==> config.mk <==
export PLATFORM = sky130hd
export DESIGN_NAME = pcap_irq_status_flat
export DESIGN_NICKNAME = d
export VERILOG_FILES = /design/src/rtl/pcap_irq_status_if.sv /design/src/rtl/pcap_irq_status.sv /design/src/flat_wrapper.sv
export SDC_FILE = /design/constraint.sdc
export NUM_CORES = 1
export LEC_CHECK = 0
export BUFFER_PORTS_ARGS = -buffer_cell sky130_fd_sc_hd__buf_2
export CAP_MARGIN = 20
export CORE_AREA = 2 2 173 175
export DETAILED_ROUTE_END_ITERATION = 6
export DIE_AREA = 0 0 175 177
export PLACE_DENSITY_LB_ADDON = 0.08
export SYNTH_ARGS = -nofsm -noshare
export SYNTH_HDL_FRONTEND = slang
export SYNTH_SLANG_ARGS = --single-unit
==> constraint.sdc <==
create_clock -name clk_i -period 11.3 [get_ports clk_i]
set_clock_uncertainty 0.15 [all_clocks]
set_input_delay 1.695 -clock clk_i [delete_from_list [all_inputs] [get_ports clk_i]]
set_output_delay 1.695 -clock clk_i [all_outputs]
set_load 0.05 [all_outputs]
==> src/rtl/pcap_irq_status_if.sv <==
// Bus between the PCAP sample writer / register block and the interrupt status stage.
// The master side drives the arm, sample and read strobes; the slave side returns the status record view.
interface pcap_irq_status_if #(
   parameter int FIFO_AW = 3
);
   logic               enable_i;
   logic               sample_valid_i;
   logic [15:0]        blocksize_i;
   logic [31:0]        timeout_i;
   logic               irq_rd_i;
   logic               irq_o;
   logic [31:0]        irq_status_o;
   logic [FIFO_AW:0]   fifo_count_o;
   logic               overflow_o;

   modport master (
      output enable_i, sample_valid_i, blocksize_i, timeout_i, irq_rd_i,
      input  irq_o, irq_status_o, fifo_count_o, overflow_o
   );

   modport slave (
      input  enable_i, sample_valid_i, blocksize_i, timeout_i, irq_rd_i,
      output irq_o, irq_status_o, fifo_count_o, overflow_o
   );
endinterface

==> src/rtl/pcap_irq_status.sv <==
// Counts words written into the current DMA buffer, closes buffers on full/timeout/disarm,
// and queues one status record per closed buffer in a fall-through FIFO that drives the interrupt.
module pcap_irq_status #(
   parameter int FIFO_AW = 3
) (
   input logic                clk_i,
   input logic                reset_i,
   pcap_irq_status_if.slave   bus
);
   localparam int Depth = 2 ** FIFO_AW;

   logic                enable_q;
   logic [15:0]         cnt_q, cnt_d;
   logic [31:0]         tcnt_q, tcnt_d;
   logic                overflow_q, overflow_d;
   logic [FIFO_AW-1:0]  wptr_q, wptr_d;
   logic [FIFO_AW-1:0]  rptr_q, rptr_d;
   logic [FIFO_AW:0]    count_q, count_d;
   logic [31:0]         mem_q [Depth];

   logic                accept;
   logic                armStart;
   logic                disarm;
   logic                fullEv;
   logic                timeoutEv;
   logic                push;
   logic                pop;
   logic                fifoFull;
   logic                doWrite;
   logic [15:0]         cntBase;
   logic [16:0]         cntInc;
   logic [16:0]         blkLimit;
   logic [31:0]         record;

   assign accept   = bus.sample_valid_i & bus.enable_i;
   assign armStart = ~enable_q & bus.enable_i;
   assign disarm   = enable_q & ~bus.enable_i;
   assign cntBase  = armStart ? 16'd0 : cnt_q;
   assign cntInc   = {1'b0, cntBase} + 17'd1;
   assign blkLimit = (bus.blocksize_i == 16'd0) ? 17'd65535 : {1'b0, bus.blocksize_i};

   assign fullEv    = accept & (cntInc == blkLimit);
   assign timeoutEv = bus.enable_i & (bus.timeout_i != 32'd0) & (cntBase != 16'd0)
                    & ~accept & (tcnt_q == bus.timeout_i - 32'd1);

   // A full count never reaches the FIFO depth + 1, so the count MSB alone marks "full".
   assign pop      = bus.irq_rd_i & (count_q != '0);
   assign fifoFull = count_q[FIFO_AW];
   assign doWrite  = push & (~fifoFull | pop);

   always_comb begin
      push       = 1'b0;
      record     = 32'd0;
      cnt_d      = cntBase;
      tcnt_d     = armStart ? 32'd0 : tcnt_q;
      overflow_d = armStart ? 1'b0 : overflow_q;

      if (fullEv) begin
         push   = 1'b1;
         record = {cntInc[15:0], 16'h0004};
         cnt_d  = 16'd0;
         tcnt_d = 32'd0;
      end else if (timeoutEv) begin
         push   = 1'b1;
         record = {cntBase, 16'h0002};
         cnt_d  = 16'd0;
         tcnt_d = 32'd0;
      end else if (disarm) begin
         push   = 1'b1;
         record = {cntBase, 12'h000, overflow_q, 3'b001};
         cnt_d  = 16'd0;
         tcnt_d = 32'd0;
      end else if (accept) begin
         cnt_d  = cntInc[15:0];
         tcnt_d = 32'd0;
      end else if (bus.enable_i && cntBase != 16'd0) begin
         tcnt_d = tcnt_q + 32'd1;
      end

      if (push && !doWrite) begin
         overflow_d = 1'b1;
      end
   end

   always_comb begin
      wptr_d  = wptr_q;
      rptr_d  = rptr_q;
      count_d = count_q;
      if (doWrite) begin
         wptr_d = wptr_q + 1'b1;
      end
      if (pop) begin
         rptr_d = rptr_q + 1'b1;
      end
      if (doWrite && !pop) begin
         count_d = count_q + 1'b1;
      end else if (!doWrite && pop) begin
         count_d = count_q - 1'b1;
      end
   end

   always_ff @(posedge clk_i or posedge reset_i) begin
      if (reset_i) begin
         enable_q   <= 1'b0;
         cnt_q      <= 16'd0;
         tcnt_q     <= 32'd0;
         overflow_q <= 1'b0;
         wptr_q     <= '0;
         rptr_q     <= '0;
         count_q    <= '0;
      end else begin
         enable_q   <= bus.enable_i;
         cnt_q      <= cnt_d;
         tcnt_q     <= tcnt_d;
         overflow_q <= overflow_d;
         wptr_q     <= wptr_d;
         rptr_q     <= rptr_d;
         count_q    <= count_d;
      end
   end

   // Record storage needs no reset: an empty FIFO masks the head to zero.
   always_ff @(posedge clk_i) begin
      if (doWrite) begin
         mem_q[wptr_q] <= record;
      end
   end

   assign bus.irq_o        = (count_q != '0);
   assign bus.irq_status_o = (count_q != '0) ? mem_q[rptr_q] : 32'd0;
   assign bus.fifo_count_o = count_q;
   assign bus.overflow_o   = overflow_q;
endmodule

==> src/flat_wrapper.sv <==
// flat-port wrapper written by rule: the top's interface ports become plain ports
module pcap_irq_status_flat 
#(
   parameter int FIFO_AW = 3
)
  (clk_i, reset_i, bus_enable_i, bus_sample_valid_i, bus_blocksize_i, bus_timeout_i, bus_irq_rd_i, bus_irq_o, bus_irq_status_o, bus_fifo_count_o, bus_overflow_o);
  pcap_irq_status_if #(.FIFO_AW(FIFO_AW)) bus_i ();
  input logic clk_i;
  input logic reset_i;
  input wire logic [$bits(bus_i.enable_i)-1:0] bus_enable_i;
  input wire logic [$bits(bus_i.sample_valid_i)-1:0] bus_sample_valid_i;
  input wire logic [$bits(bus_i.blocksize_i)-1:0] bus_blocksize_i;
  input wire logic [$bits(bus_i.timeout_i)-1:0] bus_timeout_i;
  input wire logic [$bits(bus_i.irq_rd_i)-1:0] bus_irq_rd_i;
  output wire logic [$bits(bus_i.irq_o)-1:0] bus_irq_o;
  output wire logic [$bits(bus_i.irq_status_o)-1:0] bus_irq_status_o;
  output wire logic [$bits(bus_i.fifo_count_o)-1:0] bus_fifo_count_o;
  output wire logic [$bits(bus_i.overflow_o)-1:0] bus_overflow_o;
  assign bus_i.enable_i = bus_enable_i;
  assign bus_i.sample_valid_i = bus_sample_valid_i;
  assign bus_i.blocksize_i = bus_blocksize_i;
  assign bus_i.timeout_i = bus_timeout_i;
  assign bus_i.irq_rd_i = bus_irq_rd_i;
  assign bus_irq_o = bus_i.irq_o;
  assign bus_irq_status_o = bus_i.irq_status_o;
  assign bus_fifo_count_o = bus_i.fifo_count_o;
  assign bus_overflow_o = bus_i.overflow_o;
  pcap_irq_status #(.FIFO_AW(FIFO_AW)) u_core (.clk_i(clk_i), .reset_i(reset_i), .bus(bus_i));
endmodule
==> impl_metrics.yaml <==
cells_and_area:
  syn_to_final_growth_pct: 12.8
  antenna_cells: 0
  final_cells: 1501
  nets: 1156
  drive_gt1_frac: 0.185
logic_synthesis:
  yosysMostFrequentCell: "edfxtp_1"
  synthTopCellsByArea: "edfxtp_1 40%, dfrtp_1 12%, mux4_2 7.5%"
  synthTopCellsByCount: "160 x edfxtp_1, 87 x nor2_1, 74 x nand2_1"
  ys_warn_count: 0
  synth-seq-area-share: 0.524
  synth_area_per_cell_um2: 11.8
  post_synth_inst_count: 1024
  syn_area_um2: 12000
  async_flop_share: 0.273
  synth_top_cell_by_area: "edfxtp_1"
  synth-edff-count: 160
  synth_cell_type_count: 87
  ys_seq_elements: 220
  synthFlopType: "edfxtp_1"
  synth_top_area_share: 0.399
hold_path:
  hold_path_class: "register to register"
  hold_start: "u_core.tcnt_q[12]"
sta:
  tightest_slew_ns: 1.13
  fmax_mhz: 160
  relSlewSlack: 0.239
  setup_violations: 0
  fin_crit_sh: 0.555
  finalHoldViolCount: 0
  rsz0062_at_grt: "no"
  maxSlewViolCount: 0
  period_minus_slack_ns: 6.27
  setup_tns_ns: 0
critical_path:
  cpMaxStageDelayCell: "a2111oi_0"
  crit_path_start: "bus_enable_i"
  start_kind: "input port"
  r2r-start: "u_core.enable_q"
  slowest_delay_ns: 0.47
  required_ns: 11.56
  crit_path_max_fanout: 34
  cp_top_family: "compound AO/OA/AOI/OAI gates"
  reg2reg_slack_ns: 5.95
  cp_num_buf_inv: 6
  criticalPathCategory: "input port to register"
  cp_cell_sequence: "buf_2 -> nand2b_1 -> buf_4 -> nand2_1 -> inv_1 -> ha_1 -> inv_1 -> nor3_1 -> o21ai_0 -> a2111oi_0 -> nand4_1 -> a2111oi_0 -> nor3b_2 -> buf_4 -> o22a_2 -> ha_1 -> inv_1 -> ha_1 -> a21o_1 -> a21oi_1 -> xnor2_1 -> nor2_1 -> xnor2_1"
  end_kind: "register"
  cp_data_arrival_time_ns: 6.52
power_and_ir_drop:
  vdd_drop_max_mv: 0.0949
  cellPowerDensity_nw_per_um2: 190
  leakage_nw: 4.77
job:
  cap_violations: 0
global_routing:
  antenna_found_initial: 0
  grt_pass1_wl_um: 48900
  grt_pass1_vias: 8260
  grt_max_degree: 61
  grt.total_usage: 0.203
  overflow: 0
drt:
  first_iter_violations: 790
  via_per_inst: 5.76
  routed_wl_um: 31400
  wl_per_cell_um: 20.9
  drcViolationCount: 0
  dr.pass1.iters: 5
  ant_nets: 0
  via_count: 8649
floorplan:
  start_util: 0.412
  fp.dieArea_um2: 31000
  core-area_um2: 29200
  die_x_um: 175
  ios: 91
  die_y_um: 177
  rows: 63
outcome:
  status: "finished, final reports clean"
clock_network:
  cts.sinks: 220
  clk_latency_ns: 0.52
  cts_max_level: 1
  cts_buffers: 25
  cts_buffer_depth: 3
  clk_pin_slew_ns: 0.06
  cts-resized-gates: 0
  postCtsSetupBuffers: 0
  cts_tree: "built"
  clockRootBuffer: "clkbuf_16"
  ctsHoldBuffers: 0
placed_design:
  port_buffers: 78
  place_hpwl_um: 21800
  dp_cells: 1447
  gp_congestion: 0.904
==> registers in the layout (all words and copies together) (netlist names) <==
| register | cells |
|---|---|
| u_core.tcnt_q | 32 |
| u_core.wptr_q | 3 |
| u_core.cnt_q | 16 |
| u_core.mem_q | 160 |
| u_core.bus.fifo_count_o | 4 |
| u_core.enable_q | 1 |
| u_core.bus.overflow_o | 1 |
| u_core.rptr_q | 3 |
==> final cells by class <==
cell class | instances | area, µm²
fillers | 2736 | 15700
flip-flops and latches | 220 | 6310
multi-input cells | 720 | 5330
clock buffers | 35 | 693
repair buffers | 100 | 563
well taps | 390 | 488
clock inverters | 11 | 98.8
inverters | 25 | 93.8
==> tightest hold or removal path, stage by stage (launching register included) <==
cell     delay, ns
dfrtp_1       0.41
nand2_1       0.06
o21ai_0       0.06
==> stage by stage <==
stage	util	worst slack [ns]	power (W)	hold WS [ns]	area [µm²]
after floorplan	-	4.92	0.00162	0.354	12100
after global placement	0.435	4.65	0.00183	0.402	12700
after detailed placement	0.435	4.60	0.00183	0.407	12700
after CTS	0.462	5.09	0.00261	0.421	13500
after global routing	0.464	4.58	0.00270	0.462	13600
final	0.464	5.03	0.00258	0.414	13600
==> metal layers <==
layer | part of all wire | up-vias | global-route usage
li1 | - | 4072 | -
met1 | 0.49 | 4283 | 0.309
met2 | 0.45 | 251 | 0.312
met3 | 0.051 | 43 | 0.0256
met4 | 0.016 | 0 | 0.0417
met5 | 0 | - | 0
==> path summary, 6_finish.rpt <==
kind / end / cells past startpoint
hold / removal: u_core.tcnt_q[12] / 2
setup reg to reg: u_core.bus.fifo_count_o[3] / 22
hold reg to reg: u_core.tcnt_q[12] / 2
max in group asynchronous: u_core.rptr_q[0] / 3
min in group asynchronous: u_core.cnt_q[10] / 3
setup / recovery: u_core.bus.fifo_count_o[3] / 23
==> power breakdown <==
part           leakage [nW]  switching [W]  internal, W
Clock                 0.388       0.000321     0.000454
Combinational          2.13       0.000531     0.000280
Sequential             2.25      0.0000686     0.000923
Total                  4.77       0.000920      0.00166
==> cell families after synthesis <==
kind of cell | synth area share
buffers and inverters | 0.0371
and+or+nand+nor | 0.175
muxes | 0.0970
DFF | 0.524
AOI/OAI and AO/OA | 0.100
other | 0.000312
adders and majority gates | 0.0121
xor gates and xnor gates | 0.0543
==> cell usage in the layout (no fill, tap or decap), types with 10 or more instances in the layout <==
master     instances
nand2_1           74
nand3_1           38
conb_1            12
o21ai_0           42
xor2_1            19
nor2b_1           12
o211ai_1          13
a21oi_1           25
inv_1             24
dfrtp_1           58
nand4_1           18
nor2_1            87
mux2i_1           21
nor4_1            26
and2_1            11
and3_1            17
ha_1              10
xnor2_1           53
edfxtp_1         160
buf_4             14
mux4_2            40
a221o_1           11
buf_2             78
clkbuf_16         25
nor3_1            38
Power figures use the tool's default switching activity.
